## src/rtl/read_check_pattern_if.sv

```systemverilog
// RAM read-port bundle between the pattern checker and the memory.
//   re    : read enable (active level chosen by the checker's RE_POLARITY)
//   addr  : read address, registered in the checker
//   rdata : read data returned by the RAM, READ_LATENCY cycles after re/addr
// master = checker side, slave = RAM side.
interface read_check_pattern_if #(
    parameter int ADDR_WIDTH = 14,
    parameter int DATA_WIDTH = 32
);
    logic                  re;
    logic [ADDR_WIDTH-1:0] addr;
    logic [DATA_WIDTH-1:0] rdata;

    modport master (output re, output addr, input rdata);
    modport slave  (input re, input addr, output rdata);
endinterface

```

## src/rtl/read_check_pattern.sv

```systemverilog
// RAM pattern checker: on a start edge, sweeps addresses 0..PATTERN_COUNT-1
// and compares each returned word with its own address (the writer's pattern).
// Ports:
//   clk, reset_n     : clock, asynchronous active-low reset
//   start_in         : asynchronous run request (level), double-synchronised
//   ram              : RAM read port (re / addr out, rdata in)
//   start_out        : high from the first read of a run until restart/abort
//   end_out          : high once the last compare is registered, until restart
//   fail             : sticky mismatch flag for the current run
//   error_count      : saturating mismatch count
//   first_err_addr   : address of the first mismatch of the run (0 if none)
module read_check_pattern #(
    parameter int   ADDR_WIDTH    = 14,
    parameter int   DATA_WIDTH    = 32,
    parameter int   PATTERN_COUNT = 100,
    parameter logic RE_POLARITY   = 1'b1,
    parameter int   READ_LATENCY  = 1
) (
    input  logic                    clk,
    input  logic                    reset_n,
    input  logic                    start_in,
    read_check_pattern_if.master    ram,
    output logic                    start_out,
    output logic                    end_out,
    output logic                    fail,
    output logic [ADDR_WIDTH:0]     error_count,
    output logic [ADDR_WIDTH-1:0]   first_err_addr
);

    localparam logic [ADDR_WIDTH-1:0] LAST_ADDR = ADDR_WIDTH'(PATTERN_COUNT - 1);

    typedef enum logic [1:0] {IDLE, READ, DRAIN, DONE} state_t;

    state_t state, next_state;

    logic s1, s2;
    logic start_edge;
    logic run_clear;   // start edge accepted: clear status, begin a sweep
    logic issue;       // present a read this cycle
    logic abort;       // start request dropped while busy
    logic finish;      // drain complete, raise end_out
    logic pipe_empty;

    logic [ADDR_WIDTH-1:0] rd_cnt;

    // Stage 0 is the registered re/addr seen by the RAM; stage READ_LATENCY
    // lines up with valid rdata.
    logic [READ_LATENCY:0]                 vld_pipe;
    logic [READ_LATENCY:0][ADDR_WIDTH-1:0] tag_pipe;

    logic [DATA_WIDTH-1:0] exp_word;
    logic                  mismatch;

    assign start_edge = s1 & ~s2;
    assign pipe_empty = ~|vld_pipe;
    assign exp_word   = DATA_WIDTH'(tag_pipe[READ_LATENCY]);
    assign mismatch   = vld_pipe[READ_LATENCY] && (ram.rdata != exp_word);

    assign ram.re   = vld_pipe[0] ? RE_POLARITY : ~RE_POLARITY;
    assign ram.addr = tag_pipe[0];

    // ---------------------------------------------------------------- sync
    always_ff @(posedge clk or negedge reset_n) begin
        if (!reset_n) begin
            s1 <= 1'b0;
            s2 <= 1'b0;
        end else begin
            s1 <= start_in;
            s2 <= s1;
        end
    end

    // ---------------------------------------------------------------- FSM
    always_ff @(posedge clk or negedge reset_n) begin
        if (!reset_n) state <= IDLE;
        else          state <= next_state;
    end

    always_comb begin
        next_state = state;
        unique case (state)
            IDLE, DONE: if (start_edge) next_state = READ;
            READ: begin
                if (!s1)                       next_state = IDLE;
                else if (rd_cnt == LAST_ADDR)  next_state = DRAIN;
            end
            DRAIN: begin
                // abort wins over completion in the same cycle
                if (!s1)            next_state = IDLE;
                else if (pipe_empty) next_state = DONE;
            end
            default: next_state = IDLE;
        endcase
    end

    always_comb begin
        run_clear = 1'b0;
        issue     = 1'b0;
        abort     = 1'b0;
        finish    = 1'b0;
        unique case (state)
            IDLE, DONE: run_clear = start_edge;
            READ: begin
                issue = s1;
                abort = ~s1;
            end
            DRAIN: begin
                abort  = ~s1;
                finish = s1 & pipe_empty;
            end
            default: ;
        endcase
    end

    // ---------------------------------------------------------- datapath
    always_ff @(posedge clk or negedge reset_n) begin
        if (!reset_n) begin
            rd_cnt         <= '0;
            vld_pipe       <= '0;
            tag_pipe       <= '0;
            start_out      <= 1'b0;
            end_out        <= 1'b0;
            fail           <= 1'b0;
            error_count    <= '0;
            first_err_addr <= '0;
        end else begin
            // read issue stage
            vld_pipe[0] <= issue;
            if (issue) tag_pipe[0] <= rd_cnt;

            // abort flushes in-flight reads so they are never compared
            for (int i = 1; i <= READ_LATENCY; i++) begin
                vld_pipe[i] <= vld_pipe[i-1] & ~abort;
                tag_pipe[i] <= tag_pipe[i-1];
            end

            // counter stops at the last address so a full-range sweep never wraps
            if (run_clear)
                rd_cnt <= '0;
            else if (issue && rd_cnt != LAST_ADDR)
                rd_cnt <= rd_cnt + 1'b1;

            if (run_clear || abort) start_out <= 1'b0;
            else if (issue)         start_out <= 1'b1;

            if (run_clear)   end_out <= 1'b0;
            else if (finish) end_out <= 1'b1;

            if (run_clear) begin
                fail           <= 1'b0;
                error_count    <= '0;
                first_err_addr <= '0;
            end else if (mismatch && !abort) begin
                fail <= 1'b1;
                if (!fail) first_err_addr <= tag_pipe[READ_LATENCY];
                if (error_count != '1) error_count <= error_count + 1'b1;
            end
        end
    end

endmodule

```

## src/flat_wrapper.sv

```systemverilog
// flat-port wrapper written by rule: the top's interface ports become plain ports
module read_check_pattern_flat 
#(
    parameter int   ADDR_WIDTH    = 14,
    parameter int   DATA_WIDTH    = 32,
    parameter int   PATTERN_COUNT = 100,
    parameter logic RE_POLARITY   = 1'b1,
    parameter int   READ_LATENCY  = 1
)
  (clk, reset_n, start_in, start_out, end_out, fail, error_count, first_err_addr, ram_re, ram_addr, ram_rdata);
  read_check_pattern_if #(.ADDR_WIDTH(ADDR_WIDTH), .DATA_WIDTH(DATA_WIDTH)) ram_i ();
  input  logic clk;
  input  logic reset_n;
  input  logic start_in;
  output logic start_out;
  output logic end_out;
  output logic fail;
  output logic [ADDR_WIDTH:0] error_count;
  output logic [ADDR_WIDTH-1:0] first_err_addr;
  output wire logic [$bits(ram_i.re)-1:0] ram_re;
  output wire logic [$bits(ram_i.addr)-1:0] ram_addr;
  input wire logic [$bits(ram_i.rdata)-1:0] ram_rdata;
  assign ram_re = ram_i.re;
  assign ram_addr = ram_i.addr;
  assign ram_i.rdata = ram_rdata;
  read_check_pattern #(.ADDR_WIDTH(ADDR_WIDTH), .DATA_WIDTH(DATA_WIDTH), .PATTERN_COUNT(PATTERN_COUNT), .RE_POLARITY(RE_POLARITY), .READ_LATENCY(READ_LATENCY)) u_core (.clk(clk), .reset_n(reset_n), .start_in(start_in), .ram(ram_i), .start_out(start_out), .end_out(end_out), .fail(fail), .error_count(error_count), .first_err_addr(first_err_addr));
endmodule
```

## config.mk

```make
export PLATFORM = sky130hd
export DESIGN_NAME = read_check_pattern_flat
export DESIGN_NICKNAME = d
export VERILOG_FILES = /design/src/rtl/read_check_pattern_if.sv /design/src/rtl/read_check_pattern.sv /design/src/flat_wrapper.sv
export SDC_FILE = /design/constraint.sdc
export NUM_CORES = 1
export LEC_CHECK = 0
export ABC_AREA = 1
export CAP_MARGIN = 40
export CORE_MARGIN = 3
export CORE_UTILIZATION = 40
export DETAILED_ROUTE_END_ITERATION = 12
export GPL_TIMING_DRIVEN = 1
export PLACE_DENSITY_LB_ADDON = 0.25
export SKIP_LAST_GASP = 1
export SYNTH_ARGS = -nofsm -noshare
export SYNTH_HDL_FRONTEND = slang
export SYNTH_SLANG_ARGS = --single-unit
```

## constraint.sdc

```tcl
create_clock -name clk -period 3.4 [get_ports clk]
set_input_delay 0.68 -clock clk [delete_from_list [all_inputs] [get_ports clk]]
set_output_delay 0.68 -clock clk [all_outputs]
set_load 0.05 [all_outputs]
```

==> results.toml <==
[run_status]
result_of_the_run = "completed"

[placement]
place_inst = 741
gpl_wtd_cong = 0.921
placement.io_buffers = 81
hpwl_um = 7120
worst_slack_at_placement_ns = 0.891

[power_and_ir_drop]
cellPowerDensity_mw_per_mm2 = 534
total_leakage_power_nw = 2.68
power.ir.vdd_worst_v = 0.000318
post-layout-total-power_mw = 2.81

[floorplan]
chipHeight_um = 108
num_rows = 36
die_width_um = 108
core_region_area_mm2 = 0.00995
initial_standard_cell_utilization_of_the_core_pct = 41.9
die_area_mm2 = 0.0117
pin_count = 82

[synth]
synth_top_area_share_pct = 48.0
synth-xor-area-share_pct = 1.89
synth_compound_area_share_pct = 5.43
synthAdderAreaFrac_pct = 1.20
postSynthNetCount = 578
yosysWarningCount = 0
netlist_top_cells_area = "dfrtp_1 (48%), nand2_1 (14%), inv_1 (7.4%)"
synth_top_area_cell = "dfrtp_1"
synth.ff_latch_count = 80
post_synthesis_cells = 539
synth_cell_type_count = 33
simple_gate_share_of_the_synthesized_area_pct = 33.1
dominant_combinational_cell_family_by_area_after_synthesis = "simple AND/OR/NAND/NOR gates"
synth.yosys.seq_area_share_pct = 48.0
post_synthesis_cell_area_mm2 = 0.00417
syn-mean-instance-area_um2 = 7.74
synthMuxAreaShare_pct = 0

[timing]
totalNegativeSetupSlack_ns = 0
grt_setup_unrepaired = "false"
postLayoutSetupSlackWorst_ns = 0.980
worst_slew_margin_rel_pct = 62.9
max_slew.worst_pin.slew_ns = 0.555
final_setup_violation_count = 0
hold_violation_count_in_the_final_report = 0
timing.clock.skew_ns = 0.00883
maxSlewViolCount = 0
final.period_utilization_pct = 71.2
fmaxAchievable_ghz = 0.413
final.min_clock_period_ns = 2.42

[setup_path]
setup.worst_path.start = "u_core.error_count[10]$_DFFE_PN0P_"
timing.critical_path.required_ns = 2.72
critical_path_cell_count = 1
crit_path_end_kind = "output pin"
critical_path.reg2reg.endpoint = "u_core.first_err_addr[9]$_DFFE_PN0P_"
cp.arrival_ns = 1.74
cp_slowest_stage_delay_ns = 0.87
setup.worst_path.end = "error_count[10]"
critical-path-top-delay-family = "buffers and inverters"
path_cells = "clkdlybuf4s50_1"
register_to_register_setup_slack_ns = 1.33
cpMaxStageDelayCell = "clkdlybuf4s50_1"
worst-path-max-fanout = 8
r2r.worst_path.cells = 7
worstSetupPathType = "reg -> out"
worst_r2r_startpoint = "u_core.state[0]$_DFFE_PN0P_"
cp-start-kind = "register"
cp_buf_inv_count = 1

[cts]
tritoncts_buffer_count = 9
cts_repair_resize_count = 0
clock_path_buffers = 2
cts.reportedPaths.clkPinSlew_ns = 0.08
cts.repair_timing.setup_buffer_count = 0
clockRootBuffer = "clkbuf_8"
htree_num_levels = 3
tritoncts = "yes"
cts_hold_buf = 0
numClockSinks = 80
clock_latency_ns = 0.35

[job]
max_cap_violations = 0

[route]
iter_0_drt_violations = 141
detail_route.wl_per_cell_um = 12.7
wl_um = 9610
drt-vias-per-instance = 4.77
remaining_drc_errors = 0
num_vias = 3609
drtPass1Iterations = 4
ant_nets = 0

[global_route]
antenna_found_initial = 0
first_global_vias = 3358
grt_start_max_net_pins = 68
globalRouteOverflowTotal = 0
grt_use_total_pct = 17.0
grt_pass1_wl_um = 15700

[layout]
finalNonFillerCells = 757
area_growth_pct = 26.2
n_fill_cell = 953
drive_above_1_share_pct = 7.05
final_cell_mix = "nand2_1 (160), inv_1 (82), clkdlybuf4s50_1 (80), dfrtp_1 (80), nor2_1 (52)"
layout_commonest_cell = "nand2_1"
antenna-diode-count = 0
finalNetCount = 658

[hold_path]
hold_class = "in -> async"
==> report_power, final <==
part / leakage (nW) / switching, mW / internal (mW)
registers: 1.09 / 0.0964 / 1.06
clock network: 0.0878 / 0.346 / 0.280
logic: 1.49 / 0.710 / 0.320
==> routing by layer <==
layer | GRT usage, % | part of all wire [%]
met1 | 22.4 | 46
met2 | 27.2 | 46
met3 | 3.16 | 5.6
met4 | 8.12 | 2.2
met5 | 0 | 0
==> through the flow <==
| step | cell area (um2) | hold slack [ns] | util [%] |
|---|---|---|---|
| global route | 5270 | 0.175 | 52.9 |
| floorplan | 4170 | 0.384 | - |
| global placement | 5060 | 0.387 | 50.9 |
| CTS | 5270 | 0.168 | 52.9 |
| finish | 5270 | 0.173 | 52.9 |
| detailed placement | 5090 | 0.387 | 51.2 |
==> flip-flops by register name, indices dropped and copies added, names as in the netlist, 2 cells and up <==
signal                 flops
u_core.rd_cnt             14
u_core.vld_pipe            2
u_core.state               2
u_core.first_err_addr     14
u_core.exp_word           14
u_core.ram.addr           14
u_core.error_count        15
==> cells by family after synthesis <==
logic type / count (synthesis)
xor gates and xnor gates: 9
AOI/OAI and AO/OA: 44
DFF: 80
buffers and inverters: 103
and+or+nand+nor: 299
adders and majority gates: 4
==> how the worst min path moves through the flow <==
stage | startpoint | end | slack [ns] | cells past startpoint
2_1_floorplan | reset_n | u_core.end_out$_DFFE_PN0P_ | 0.38 | 0
3_3_place_gp | u_core.ram.addr[2]$_DFFE_PN0P_ | u_core.exp_word[2]$_DFF_PN0_ | 0.39 | 0
3_5_place_dp | u_core.ram.addr[2]$_DFFE_PN0P_ | u_core.exp_word[2]$_DFF_PN0_ | 0.39 | 0
4_1_cts | reset_n | u_core.error_count[5]$_DFFE_PN0P_ | 0.17 | 1
5_1_grt | reset_n | u_core.error_count[5]$_DFFE_PN0P_ | 0.17 | 1
6_report | reset_n | u_core.error_count[5]$_DFFE_PN0P_ | 0.17 | 1
==> synth_stat cells (all sizes together) <==
library cell and n:
a211oi 1, a21oi 10, a31oi 1, buf 11, clkbuf 5, clkinv 1, dfrtp 80, ha 4
inv 86, nand2 165, nand3 49, nand4 15, nor2 58, nor3 11, nor3b 1, o21ai 31
o21bai 1, xnor2 3, xor2 6
==> final cells by class <==
type	count	area, um2	share of cell area, %
inverter	87	328	6.23
tap	133	166	3.16
multi-input combinational	356	1740	33.0
clock inverter	6	35.0	0.665
timing repair buffer	85	858	16.3
sequential	80	2000	38.0
clock buffer	10	138	2.61
Power figures use the tool's default switching activity.
